File: src/rtl/acc_sequencer.sv
// acc_sequencer: fetch/decode/execute controller sitting in front of the 16-bit accumulator ALU.
// Owns acc, pc, ir and the operand latch, and shares one req/ack port for instructions and data.
module acc_sequencer #(
    parameter logic [11:0] RESET_PC = 12'h000
) (
    input  logic        clk,
    input  logic        rst,
    output logic        mem_req,
    output logic        mem_we,
    output logic [11:0] mem_addr,
    output logic [15:0] mem_wdata,
    input  logic [15:0] mem_rdata,
    input  logic        mem_ack,
    output logic [15:0] acc_data,
    output logic [15:0] mem_data,
    output logic [15:0] arg_data,
    output logic        ctl_nad,
    output logic        ctl_shr,
    output logic        ctl_shl,
    output logic        ctl_lda,
    input  logic [15:0] alu_result,
    input  logic        alu_is_zero,
    output logic [11:0] pc,
    output logic        halted,
    output logic        fault
);

    typedef enum logic [2:0] {
        S_FETCH,
        S_DECODE,
        S_OPERAND,
        S_EXEC,
        S_STORE,
        S_HALT
    } state_t;

    localparam logic [3:0] OP_NOP = 4'h0;
    localparam logic [3:0] OP_NAD = 4'h1;
    localparam logic [3:0] OP_SHR = 4'h2;
    localparam logic [3:0] OP_SHL = 4'h3;
    localparam logic [3:0] OP_LDM = 4'h4;
    localparam logic [3:0] OP_STA = 4'h5;
    localparam logic [3:0] OP_JMP = 4'h6;
    localparam logic [3:0] OP_JZ  = 4'h7;
    localparam logic [3:0] OP_LDI = 4'h8;
    localparam logic [3:0] OP_HLT = 4'hF;

    state_t      state;
    state_t      state_d;
    logic [15:0] ir;
    logic [15:0] ir_d;
    logic [15:0] acc_d;
    logic [15:0] opnd_d;
    logic [11:0] pc_d;
    logic        fault_d;
    logic        boot;
    logic [3:0]  opcode;
    logic [11:0] operand_addr;

    assign opcode       = ir[15:12];
    assign operand_addr = ir[11:0];
    assign arg_data     = {4'h0, operand_addr};

    // NOTE: every signal driven here gets a default first, so no path can infer a latch.
    always_comb begin
        state_d   = state;
        acc_d     = acc_data;
        pc_d      = pc;
        ir_d      = ir;
        opnd_d    = mem_data;
        fault_d   = fault;
        mem_req   = 1'b0;
        mem_we    = 1'b0;
        mem_addr  = pc;
        mem_wdata = 16'h0000;
        ctl_nad   = 1'b0;
        ctl_shr   = 1'b0;
        ctl_shl   = 1'b0;
        ctl_lda   = 1'b0;
        halted    = 1'b0;

        case (state)
            S_FETCH: begin
                // The cycle right after reset stays quiet so a pending ack cannot be consumed.
                mem_req  = ~boot;
                mem_addr = pc;
                if (mem_req && mem_ack) begin
                    ir_d    = mem_rdata;
                    pc_d    = pc + 12'd1;
                    state_d = S_DECODE;
                end
            end

            S_DECODE: begin
                state_d = S_FETCH;
                case (opcode)
                    OP_NOP: state_d = S_FETCH;
                    OP_LDI: acc_d = arg_data;
                    OP_JMP: pc_d = operand_addr;
                    OP_JZ: begin
                        if (alu_is_zero) begin
                            pc_d = operand_addr;
                        end
                    end
                    OP_NAD, OP_LDM: state_d = S_OPERAND;
                    OP_SHR, OP_SHL: state_d = S_EXEC;
                    OP_STA: state_d = S_STORE;
                    OP_HLT: state_d = S_HALT;
                    default: begin
                        fault_d = 1'b1;
                        state_d = S_HALT;
                    end
                endcase
            end

            S_OPERAND: begin
                mem_req  = 1'b1;
                mem_addr = operand_addr;
                if (mem_ack) begin
                    if (opcode == OP_NAD) begin
                        opnd_d  = mem_rdata;
                        state_d = S_EXEC;
                    end else begin
                        acc_d   = mem_rdata;
                        state_d = S_FETCH;
                    end
                end
            end

            S_EXEC: begin
                ctl_nad = (opcode == OP_NAD);
                ctl_shr = (opcode == OP_SHR);
                ctl_shl = (opcode == OP_SHL);
                acc_d   = alu_result;
                state_d = S_FETCH;
            end

            S_STORE: begin
                // ALU passes acc through on ctl_lda, so the write data is the accumulator.
                mem_req   = 1'b1;
                mem_we    = 1'b1;
                mem_addr  = operand_addr;
                ctl_lda   = 1'b1;
                mem_wdata = alu_result;
                if (mem_ack) begin
                    state_d = S_FETCH;
                end
            end

            S_HALT: begin
                halted = 1'b1;
            end

            default: state_d = S_FETCH;
        endcase
    end

    // NOTE: state registers use non-blocking assignments so all of them update together at the edge.
    always_ff @(posedge clk) begin
        if (rst) begin
            state    <= S_FETCH;
            acc_data <= 16'h0000;
            mem_data <= 16'h0000;
            ir       <= 16'h0000;
            pc       <= RESET_PC;
            fault    <= 1'b0;
            boot     <= 1'b1;
        end else begin
            state    <= state_d;
            acc_data <= acc_d;
            mem_data <= opnd_d;
            ir       <= ir_d;
            pc       <= pc_d;
            fault    <= fault_d;
            boot     <= 1'b0;
        end
    end

endmodule

File: config.mk
export PLATFORM = sky130hd
export DESIGN_NAME = acc_sequencer
export DESIGN_NICKNAME = d
export VERILOG_FILES = /design/src/rtl/acc_sequencer.sv
export SDC_FILE = /design/constraint.sdc
export NUM_CORES = 1
export LEC_CHECK = 0
export CAP_MARGIN = 20
export CORE_MARGIN = 1
export CORE_UTILIZATION = 35
export DETAILED_ROUTE_END_ITERATION = 10
export PLACE_DENSITY = 0.64
export SETUP_SLACK_MARGIN = 0.1
export SYNTH_ARGS = -nofsm -noshare
export SYNTH_HDL_FRONTEND = slang
export SYNTH_SLANG_ARGS = --single-unit
File: constraint.sdc
create_clock -name clk -period 5.4 [get_ports clk]
set_input_delay 1.08 -clock clk [delete_from_list [all_inputs] [get_ports clk]]
set_output_delay 1.08 -clock clk [all_outputs]
set_load 0.02 [all_outputs]
==> key figures <==
Drt
  – Vias: 3410
  – # DRC: 0
  – Met2 routed WL: ~4600 um
  – DR WL/cell: ~15 um
  – Met1 WL: 4710 um
  – Routed WL: between 10000 and 15000 um
  – Drt first-iter violations: between 150 and 200
  – Highest Signal Layer: met4
  – Vias per inst: 5.03
  – Routed wl met3: 704 um
  – DRT Pass-1 Iters: 4
  – Post-route ant nets: 0

Logic synthesis
  – Synthesized cell area: 3500 um2
  – Syn Inst Count: around 440
  – Unique masters post-synth: 47
  – Ys flop type: dfxtp_1
  – Number of synthesized flops with an enable pin: 0
  – Yosys warnings: 0
  – #FFs+latches synth: between 60 and 70
  – Mean area per synthesized cell: 7.91 um2
  – Asr flop ratio synth: 0
  – Register area share after synthesis: 0.372

STA
  – Peak Freq: 270 MHz
  – Worst Tran Pin Value: approximately 1.1 ns
  – Slew Limit Fails: 0
  – Tmin final: 3.70 ns
  – Rel. slew slack: 0.295
  – Unrepaired setup endpoints after global routing: false
  – Max Clock Skew: 0.0115 ns
  – Setup-failing EPs final: 0
  – TNS Setup: 0 ns
  – Final Cycle Share: 0.685
  – Hold Violations, Final: 0
  – Final worst slack: about 1.7 ns

CTS
  – H-tree levels: 3
  – Root buffer selected by CTS: clkbuf_8
  – TritonCTS clock tree: yes
  – Reg clk slew, reported paths: about 0.070 ns
  – Worst-Skew Late Latency: ~0.34 ns
  – Max clock buf depth: 2
  – CTS Buf Count: 9
  – Hold buffer count at CTS: 0
  – Total clock sinks: 65
  – Post-CTS Setup Inserts: 0
  – Resize count post-CTS: 0

Die
  – Initial Util: 0.360
  – Die Width: 102 um
  – I/O Pins: 132
  – DIE HEIGHT: a little over 100 um
  – Total die area: roughly 10000 um2
  – Num rows: 36
  – Core area: 9730 um2

Place
  – Global placement routability congestion: 0.841
  – Input/output buffers: 127
  – Setup WS pre-CTS: ~1.9 ns
  – DP Wirelength: 7180 um

Worst setup path
  – WP data arrival: 2.62 ns
  – Setup crit end kind: primary output
  – Crit Path Class: flip-flop to primary output
  – Worst setup SP type: flip-flop
  – CP Max Fanout: 27
  – Worst EP required: 4.32 ns

Pwr
  – Cell Int Power: between 0.8 and 0.9 mW
  – Worst vdd ir: 0.139 mV
  – Share of power burned in registers: 0.443
  – Tot Pwr: 1.15 mW
  – Leakage: 1.73 nW
  – Combinational share of power: 0.145
  – Net load switching power: between 0.3 and 0.4 mW
  – Clk pwr share: 0.411
  – Switching part of the total: 0.266
  – PwrDens: ~230 nW/um2

GRT
  – Gr ovfl total: 0
  – Largest net degree at the start of global routing: between 60 and 70
  – Vias in the first global route: 3197
  – Antenna violations before repair: 0
  – Global Route Usage Sum: 0.202
  – First-pass GRT wire length: 16100 um

Finish
  – Final core utilization: 0.511
  – Layout cells sized above 1: 0.0844
  – Antenna diodes: 0
  – Layout Area Growth over Synthesis: 42.0%
  – Final #Nets: a little under 600

Status
  – Status: complete, no violations

Flow run
  – Max-cap viol count: 0

Worst hold path
  – Worst Hold Class: flip-flop to flip-flop
[Yosys cell counts (3+ instances only)]
cell | instances | area share
nand2_1 | 94 | 0.10
mux2i_1 | 27 | 0.077
clkbuf_1 | 29 | 0.031
nand3_1 | 10 | 0.014
a21oi_1 | 49 | 0.070
nor2_1 | 23 | 0.025
buf_6 | 3 | 0.0096
o21ai_0 | 22 | 0.031
nand2b_1 | 7 | 0.013
nor3_1 | 6 | 0.0086
buf_4 | 17 | 0.036
nor4_1 | 3 | 0.0054
mux2_2 | 16 | 0.051
and3_1 | 7 | 0.013
a21o_1 | 3 | 0.0064
nor4b_1 | 3 | 0.0075
nor3b_1 | 3 | 0.0064
dfxtp_1 | 65 | 0.37
and2_1 | 18 | 0.032
inv_1 | 4 | 0.0043
[final timing paths]
check	depth (start not counted)	slack [ns]	to	from
max	6	1.70	mem_addr[7]	state[1]
min	2	0.46	mem_data[2]	mem_data[2]
max reg2reg	6	2.50	pc[5]	state[0]
min reg2reg	2	0.46	mem_data[2]	mem_data[2]
[metrics by stage]
stage,area (um2),hold WS [ns],instances
floorplan,3510,0.467,446
global placement,4730,0.438,661
detailed placement,4730,0.445,661
CTS,4960,0.459,677
global route,4970,0.482,678
finish,4970,0.457,678
[routing by layer]
layer,vias up,global-route usage
li1,1693,-
met1,1561,0.265
met2,141,0.314
met3,15,0.0609
met4,0,0.0703
met5,-,0
[registers in the layout, indices dropped and copies added, names as in the netlist]
register / flops
acc_data: 16
boot: 1
fault: 1
ir: 16
mem_data: 16
pc: 12
state: 3
[worst max-delay path: stages (launching register included)]
cell	delay, ns
dfxtp_1	0.64
nand2b_1	0.10
buf_4	0.24
a21oi_1	0.17
buf_4	0.23
mux2_2	0.35
clkdlybuf4s50_1	0.54
[kinds of logic after synthesis]
kind of cell             after synthesis  share of synthesized area
XOR/XNOR                               3                    0.00750
other                                  1                    0.00107
AND/OR/NAND/NOR                      182                      0.242
multiplexers                          44                      0.133
flip-flops                            65                      0.372
buffers and inverters                 55                     0.0836
adder cells (fa/ha/maj)                1                    0.00357
AO/OA/AOI/OAI                         92                      0.158
[cells in the final DEF, fill, tap and decap left out, types with 3 or more instances in the layout]
| cell type | synthesis | final |
|---|---|---|
| a21o_1 | 3 | 3 |
| a21oi_1 | 49 | 49 |
| and2_1 | 18 | 18 |
| and3_1 | 7 | 7 |
| buf_4 | 17 | 6 |
| clkbuf_8 | 0 | 10 |
| clkdlybuf4s50_1 | 0 | 126 |
| clkinv_4 | 0 | 3 |
| conb_1 | 1 | 4 |
| dfxtp_1 | 65 | 65 |
| inv_1 | 4 | 4 |
| mux2_2 | 16 | 16 |
| mux2i_1 | 27 | 27 |
| nand2_1 | 94 | 94 |
| nand2b_1 | 7 | 7 |
| nand3_1 | 10 | 10 |
| nor2_1 | 23 | 23 |
| nor3_1 | 6 | 6 |
| nor3b_1 | 3 | 3 |
| nor4_1 | 3 | 3 |
| nor4b_1 | 3 | 3 |
| o21ai_0 | 22 | 22 |
[power by group through the flow]
| stage | sequential [mW] | clock [mW] | combinational (mW) |
|---|---|---|---|
| floorplan | 0.515 | 0 | 0.103 |
| global placement | 0.520 | 0 | 0.166 |
| detailed placement | 0.520 | 0 | 0.167 |
| CTS | 0.509 | 0.484 | 0.168 |
| global route | 0.511 | 0.508 | 0.182 |
| finish | 0.509 | 0.472 | 0.167 |
[area by class of cell]
cell class	instances	area (um2)
clock buffers	10	138
clock inverters	6	91.3
fillers	955	4760
inverters	4	15.0
multi-input cells	326	1940
flip-flops and latches	65	1300
well taps	133	166
repair buffers	134	1320
(Power assumes the default switching activity.)
